--- config.mk ---
export PLATFORM = sky130hd
export DESIGN_NAME = add_arb
export DESIGN_NICKNAME = d
export VERILOG_FILES = /design/src/rtl/add_arb_pkg.sv /design/src/rtl/add32_stage.sv /design/src/rtl/add_arb.sv
export SDC_FILE = /design/constraint.sdc
export NUM_CORES = 1
export LEC_CHECK = 0
export CAP_MARGIN = 20
export CORE_UTILIZATION = 39
export DETAILED_ROUTE_END_ITERATION = 7
export PLACE_DENSITY_LB_ADDON = 0.15
export RECOVER_POWER = 25
export SLEW_MARGIN = 20
export SYNTH_ARGS = -nofsm -noshare
export SYNTH_HDL_FRONTEND = slang
export SYNTH_SLANG_ARGS = --single-unit
--- constraint.sdc ---
create_clock -name clk -period 4 [get_ports clk]
set_input_delay 1 -clock clk [delete_from_list [all_inputs] [get_ports clk]]
set_output_delay 1 -clock clk [all_outputs]
set_load 0.005 [all_outputs]
--- src/rtl/add_arb_pkg.sv ---
// Shared constants for the two-port arbitrated adder.
package add_arb_pkg;

  localparam int unsigned ADD_W = 32;

  localparam logic PORT0 = 1'b0;
  localparam logic PORT1 = 1'b1;

endpackage

--- src/rtl/add32_stage.sv ---
// Registered W-bit adder stage: {co,s} <= a + b + ci when enabled.
module add32_stage
  import add_arb_pkg::*;
#(
  parameter int unsigned W = ADD_W
) (
  input  logic         clk,
  input  logic         reset,
  input  logic         en,
  input  logic [W-1:0] a,
  input  logic [W-1:0] b,
  input  logic         ci,
  output logic [W-1:0] s,
  output logic         co
);

  logic [W:0] sum_d;
  logic [W:0] sum_q;

  // Full-width unsigned add; bit W is the carry-out.
  always_comb begin
    sum_d = (W+1)'(a) + (W+1)'(b) + (W+1)'(ci);
  end

  // Result register, loaded only on an accepted request.
  always_ff @(posedge clk or posedge reset) begin
    if (reset) begin
      sum_q <= '0;
    end else if (en) begin
      sum_q <= sum_d;
    end
  end

  assign s  = sum_q[W-1:0];
  assign co = sum_q[W];

endmodule

--- src/rtl/add_arb.sv ---
// Two-port round-robin arbiter time-sharing one registered adder.
module add_arb
  import add_arb_pkg::*;
#(
  parameter int unsigned W = ADD_W
) (
  input  logic         clk,
  input  logic         reset,
  input  logic         req0_valid,
  output logic         req0_ready,
  input  logic [W-1:0] req0_a,
  input  logic [W-1:0] req0_b,
  input  logic         req0_ci,
  input  logic         req1_valid,
  output logic         req1_ready,
  input  logic [W-1:0] req1_a,
  input  logic [W-1:0] req1_b,
  input  logic         req1_ci,
  output logic         rsp_valid,
  input  logic         rsp_ready,
  output logic         rsp_id,
  output logic [W-1:0] s,
  output logic         co
);

  logic         last_grant_q, last_grant_d;
  logic         rsp_valid_q, rsp_valid_d;
  logic         rsp_id_q, rsp_id_d;

  logic         free_c;
  logic         grant_vld_c;
  logic         grant_id_c;
  logic         accept_c;
  logic [W-1:0] mux_a_c;
  logic [W-1:0] mux_b_c;
  logic         mux_ci_c;

  // Grant selection, handshake and operand mux.
  always_comb begin
    free_c      = !rsp_valid_q || rsp_ready;
    grant_vld_c = req0_valid || req1_valid;
    if (req0_valid && req1_valid) begin
      grant_id_c = ~last_grant_q;
    end else if (req1_valid) begin
      grant_id_c = PORT1;
    end else begin
      grant_id_c = PORT0;
    end
    accept_c   = grant_vld_c && free_c;
    req0_ready = accept_c && (grant_id_c == PORT0);
    req1_ready = accept_c && (grant_id_c == PORT1);
    mux_a_c    = (grant_id_c == PORT1) ? req1_a  : req0_a;
    mux_b_c    = (grant_id_c == PORT1) ? req1_b  : req0_b;
    mux_ci_c   = (grant_id_c == PORT1) ? req1_ci : req0_ci;
  end

  // Next-state for response slot and round-robin pointer.
  always_comb begin
    last_grant_d = last_grant_q;
    rsp_valid_d  = rsp_valid_q;
    rsp_id_d     = rsp_id_q;
    if (accept_c) begin
      last_grant_d = grant_id_c;
      rsp_id_d     = grant_id_c;
      rsp_valid_d  = 1'b1;
    end else if (rsp_ready) begin
      rsp_valid_d  = 1'b0;
    end
  end

  // Control registers; pointer resets to port 1 so port 0 wins first.
  always_ff @(posedge clk or posedge reset) begin
    if (reset) begin
      last_grant_q <= PORT1;
      rsp_valid_q  <= 1'b0;
      rsp_id_q     <= PORT0;
    end else begin
      last_grant_q <= last_grant_d;
      rsp_valid_q  <= rsp_valid_d;
      rsp_id_q     <= rsp_id_d;
    end
  end

  add32_stage #(.W(W)) u_add (
    .clk   (clk),
    .reset (reset),
    .en    (accept_c),
    .a     (mux_a_c),
    .b     (mux_b_c),
    .ci    (mux_ci_c),
    .s     (s),
    .co    (co)
  );

  assign rsp_valid = rsp_valid_q;
  assign rsp_id    = rsp_id_q;

endmodule

; ---- Word level (Yosys, flattened, before mapping)
; Index checks and enable logic that the tools add are counted.
[totals]
output_inout_bits = 37
ff_bits = 36
in_bits = 135
word_cells = 23
[op_classes]
n_reduce_logical = 8
bitwise = 2
n_mux = 7
add_sub_neg = 2
[op_table]
columns = cell, count
row1 = 32-bit 2-to-1 mux, 2
row2 = 32-bit by 32-bit adder with 33-bit output, 1
row3 = 33-bit by 1-bit adder with 33-bit output, 1
row4 = 1-bit 2-to-1 mux, 5
row5 = 1-bit logical AND, 4
row6 = 1-bit logical OR, 2
row7 = 1-bit inverter, 2
row8 = 2-bit nonzero test, 1
row9 = 1-bit logical NOT, 1

; ---- Longest topological paths before layout
; Gate-level depths: netlist (run 1).
[depth]
word_depth = 5
mapped_depth = 15
depth_no_buf = 13

; ---- Cells and area by module
; From an unflattened synthesis (run 1), not the netlist that was laid out.
[hier_totals]
cells_unflattened = 453
area_unflattened_um2 = 4231.6
[by_module_without_submodules]
columns = module, seq_area_each_um2, cells_each, area_each_um2, instances
row1 = add32_stage, 825.8, 365, 3093.0, 1
row2 = add_arb, 76.3, 88, 1138.6, 1

; ---- Least setup slack after synthesis (run 1)
; No wires, ideal clock.
[synth_timing]
path_kind = input-to-reg
from = input port req1_valid
to = register u_add.sum_q[30]
path_buffers = 2
slack_ns = -0.428
t_arrival_ns = 4.297
cell_stages = 15
required_ns = 3.869
setup_time_ns = 0.131
cell_sequence = a21boi_1 > clkbuf_1 > buf_1 > mux2i_1 > fa_1 > inv_1 > fa_1 > a21o_2 > a31oi_1 > o21ai_1 > a31oi_1 > o21ai_1 > a31oi_1 > xor2_1 > o21ai_1
[synth_between]
elab_chain_cells = 5
elab_cells_between_ends = 10
classes_between = add/sub: 2 / mux: 5 / reduce/logical: 3
[synth_lines]
columns = element, line_no
row1 = from (decl), add_arb.sv:14  ; input logic req1_valid,
row2 = 1-bit 2-to-1 mux or 1-bit logical AND (tied branches), "add_arb.sv:44, add_arb.sv:42"
row3 = 1-bit 2-to-1 mux, add_arb.sv:42  ; if (req0_valid && req1_valid) begin
row4 = "32-bit 2-to-1 mux, on equally long branches", "add_arb.sv:52, add_arb.sv:53"
row5 = 32-bit by 32-bit adder with 33-bit output, add32_stage.sv:22  ; sum_d = (W+1)'(a) + (W+1)'(b) + (W+1)'(ci);
row6 = 33-bit by 1-bit adder with 33-bit output, add32_stage.sv:22
row7 = to (signal assigned), add32_stage.sv:30  ; sum_q <= sum_d;
row8 = to (decl), add32_stage.sv:18  ; logic [W:0] sum_q;
; Parallel ways exist; a longest one is shown, timed or not.
; A chain may end at the register's enable or synchronous reset.

; ---- Worst setup path after layout (run 1)
[layout_timing]
from = input port req1_valid
to = register u_add.sum_q[26]
; The elaborated chain is that of the path after synthesis.

==> implementation parameters, run 1 <==
Parameter                              Value

Global route
  Pin count of the biggest net entering global routing ... 67
  Total global-route track usage ... 0.2684
  Wire length of the first global-routing pass ... 21.32 mm
  Initial antenna violation count ... 0
  Number of global-route vias before repair ... 4451
  Global route total overflow ... 0

Floorplan
  Area of the core region ... about 0.01 sq mm
  Number of ports placed on the die boundary ... approximately 170
  Area of the die ... 0.01035 sq mm
  Die boundary width ... 101.7 microns
  Die height ... 101.7 microns
  Starting utilization of the core area ... 0.3988
  Number of placement rows ... 36

STA
  Part of the cycle the worst path needs ... 0.9733
  Measured slew at the worst slew-check pin ... 1.034 ns
  Highest clock rate ... 256.9 MHz
  Final count of hold timing violations ... 0
  Headroom to the max-slew limit ... 0.3102
  Max Transition Viols Final ... 0
  Final setup skew ... ~0.010 ns
  Final setup violation count ... 0
  Min Clock Period, post-route ... ~3.9 ns
  Worst setup margin ... 0.1068 ns

Clocking
  Max H-tree Level ... 2
  Clock transition at path regs ... around 0.09 ns
  Number of buffers on the longest clock path ... 2
  Num Clock Sinks ... 36
  Clk Tree Root Cell ... clkbuf_8
  Number of clock buffers inserted by TritonCTS ... 5
  Number of buffers added to fix hold violations after cts ... 0
  Worst skew pair latency ... 0.30 ns
  Clock tree from TritonCTS ... yes

Cells and area
  Leading cell type in the layout, fill and taps excluded ... clkdlybuf4s50_1
  Number of antenna diodes ... 0
  Net count reported at finish ... slightly below 900
  Most used cells in the layout excluding fill and tap cells ... 167 x clkdlybuf4s50_1, 104 x buf_4, 64 x nand2_1, 52 x mux2_2, 35 x dfrtp_1
  Fraction of layout instances using a drive strength above 1 ... 0.3122
  Final-layout fill cell count ... between 700 and 800
  Fraction of the core area covered by cells at the end of the flow ... 0.7162
  Final Instance Count excl. Fillers ... 860
  Syn-to-layout area delta ... 79.59%
  Area of all placed cells without fillers ... 0.006968 sq mm

Worst setup path
  Nature of the critical path endpoint ... flop
  Maximum net fanout on the critical path ... 7
  Delay of the slowest cell on the worst path ... 0.48 ns
  Total buffers and inverters traversed by the critical path ... 5
  Critical path data arrival time ... 4.07 ns
  Largest delay share family, worst path ... simple AND/OR/NAND/NOR gates
  Slowest cell on the critical path ... or4_1
  Critical path type ... input pin to flop
  Launching element type of the critical path ... input pin
  WP data required ... 4.17 ns
  Critical path cell sequence ... clkbuf_2, a21boi_4, buf_4, buf_12, buf_16, mux2_2, ha_1, nand4_2, or4_1, or3_4, nand4_1, buf_4, nand3_1, a31oi_1, xnor2_1, o21ai_1
  Most repeated library cell on the critical path ... buf_4

Routing
  Average wire per standard cell ... 15.71 microns
  First-pass iteration count of the detailed router ... 4
  Antenna violation net count after detailed routing ... 0
  Post-detailed-route DRC marker count ... 0
  Vias ... 4454
  Number of vias per cell after detailed routing ... 5.179
  Drt total wl ... about 14 mm
  Violation count after the first detailed-route iteration ... 196

Run
  Count of max-cap constraint violations ... 0

Synthesis
  Share of synthesized area occupied by flip-flops and latches ... 0.2325
  Post-synthesis net count ... 627
  Async S/R FF share, synth ... 1.000
  Cell type with the largest total area after synthesis ... dfrtp_1
  Synth Register Bits ... 36
  Share of the synthesized area in the top cell type ... 0.2257
  Number of enable-type register cells in the synthesized netlist ... 0
  Cells taking the most area after synthesis ... dfrtp_1 23%, mux2_2 18%, ha_1 10%, nand2_1 6.3%, o21ai_0 5.0%
  Gate Count Post-Synth ... 459
  Syn_area_per_cell ... roughly 8.5 sq um
  Synthesis Warnings ... 0
  Synth cell types ... 50
  Most frequently used flop master after synthesis ... dfrtp_1
  Cell area after synthesis ... approximately 0.0039 sq mm

Placed design
  Count of input and output buffers ... 171
  Cells after DPL ... 840
  RePlAce Congestion ... 0.8745
  Placed standard-cell area ... 0.006444 sq mm
  Placed wire-length estimate after detailed placement ... 10.46 mm
  Worst-case setup slack after placement ... -0.5661 ns

Pwr
  Power, Total ... about 0.0024 W
  Leakage power ... 3.033 nW
  Pwr Density ... 348.2 mW/mm^2
  Worst voltage drop across the vdd grid ... between 150 and 200 uV

Outcome
  Result of the run ... finished clean

Min path
  Type of the most critical hold path ... flop to flop
## worst min-delay path, delay by kind of cell (launching register included)
kind            cells  cell delay (ns)
simple gates        1             0.05
flops               1             0.35
compound gates      1             0.06
## sequential cells by signal, indices dropped and copies added, names as in the netlist
register and cells:
last_grant_q 1, rsp_valid 1, rsp_id 1, u_add.sum_q 33
## per-stage QoR
| stage | TNS, ns | hold slack [ns] |
|---|---|---|
| floorplan | -0.009872 | 0.4698 |
| global placement | -7.762 | 0.4607 |
| detailed placement | -8.971 | 0.4729 |
| CTS | 0 | 0.4907 |
| global route | -0.02448 | 0.5041 |
| finish | 0 | 0.4876 |
## what timing repair did
action | in CTS | in global routing
setup buffers | 6 | 3
pin swaps | 15 | 7
gates cloned | 3 | 0
gates resized for setup | 54 | 6
endpoints found under the setup margin | 18 | 15
## layer usage
metal,up-vias,track usage,wire length (microns)
met2,157,0.4808,6637
met5,-,0,0
met3,22,0.06073,933
met1,2087,0.3227,5706
met4,0,0.06800,229
li1,2188,-,-
## where the power goes
| group | leakage [nW] | total, W | internal, W | switching [W] |
|---|---|---|---|---|
| logic | 2.55 | 0.00154 | 0.000896 | 0.000642 |
| registers | 0.434 | 0.000552 | 0.000481 | 0.0000703 |
| clock network | 0.0541 | 0.000337 | 0.000185 | 0.000152 |
| total | 3.03 | 0.00243 | 0.00156 | 0.000865 |
## final timing paths
kind,startpoint,to,slack [ns],depth (start not counted)
hold / removal,u_add.sum_q[4]$_DFFE_PP0P_,u_add.sum_q[4]$_DFFE_PP0P_,0.49,2
max in group asynchronous,reset,u_add.sum_q[18]$_DFFE_PP0P_,1.84,3
min in group asynchronous,reset,u_add.sum_q[13]$_DFFE_PP0P_,1.39,2
hold reg to reg,u_add.sum_q[4]$_DFFE_PP0P_,u_add.sum_q[4]$_DFFE_PP0P_,0.49,2
setup / recovery,req1_valid,u_add.sum_q[26]$_DFFE_PP0P_,0.11,16
setup reg to reg,last_grant_q$_DFFE_PP1P_,u_add.sum_q[26]$_DFFE_PP0P_,0.49,15
## cell type report
type / count / area (sq um) / area share
inverter: 7 / 26.28 / 0.003771
clock buffer: 5 / 68.82 / 0.009876
clock inverter: 3 / 42.54 / 0.006105
timing repair buffer: 288 / 2705 / 0.3882
multi-input combinational: 388 / 3057 / 0.4387
tap: 133 / 166.4 / 0.02388
sequential: 36 / 902.1 / 0.1295
## Yosys cell counts, drive strengths merged (2+ instances only)
cell    number
a211oi       6
dfrtp       35
buf          9
o21bai       3
nor3         2
ha          31
and3         3
o21a         4
nand3       14
a21oi       30
o21ai       45
xnor2       13
nor2        26
and2         2
or4          2
a31oi        8
a21o        19
nand4       10
o211ai       3
nand2b       2
xor2        15
fa           2
a21boi       4
nand2       67
inv          7
clkbuf      19
mux2i        4
mux2        62
## cells by family (layout without fill, tap and decap cells)
family                   count (synthesis)  after routing  synth area share
AND/OR/NAND/NOR                        131            131            0.1509
buffers and inverters                   35            303           0.04805
adder cells (fa/ha/maj)                 33             33            0.1103
AO/OA/AOI/OAI                          130            130            0.2048
flip-flops                              36             36            0.2325
XOR/XNOR                                28             28           0.06321
multiplexers                            66             66            0.1903
Note: power is estimated with default switching activity, not from simulation.
==> run 2, diff against run 1 <==
SKIP_LAST_GASP = 1   (was not set)
==> results of run 2 <==
The final DEF is identical to that of run 1; final timing and power are the same.
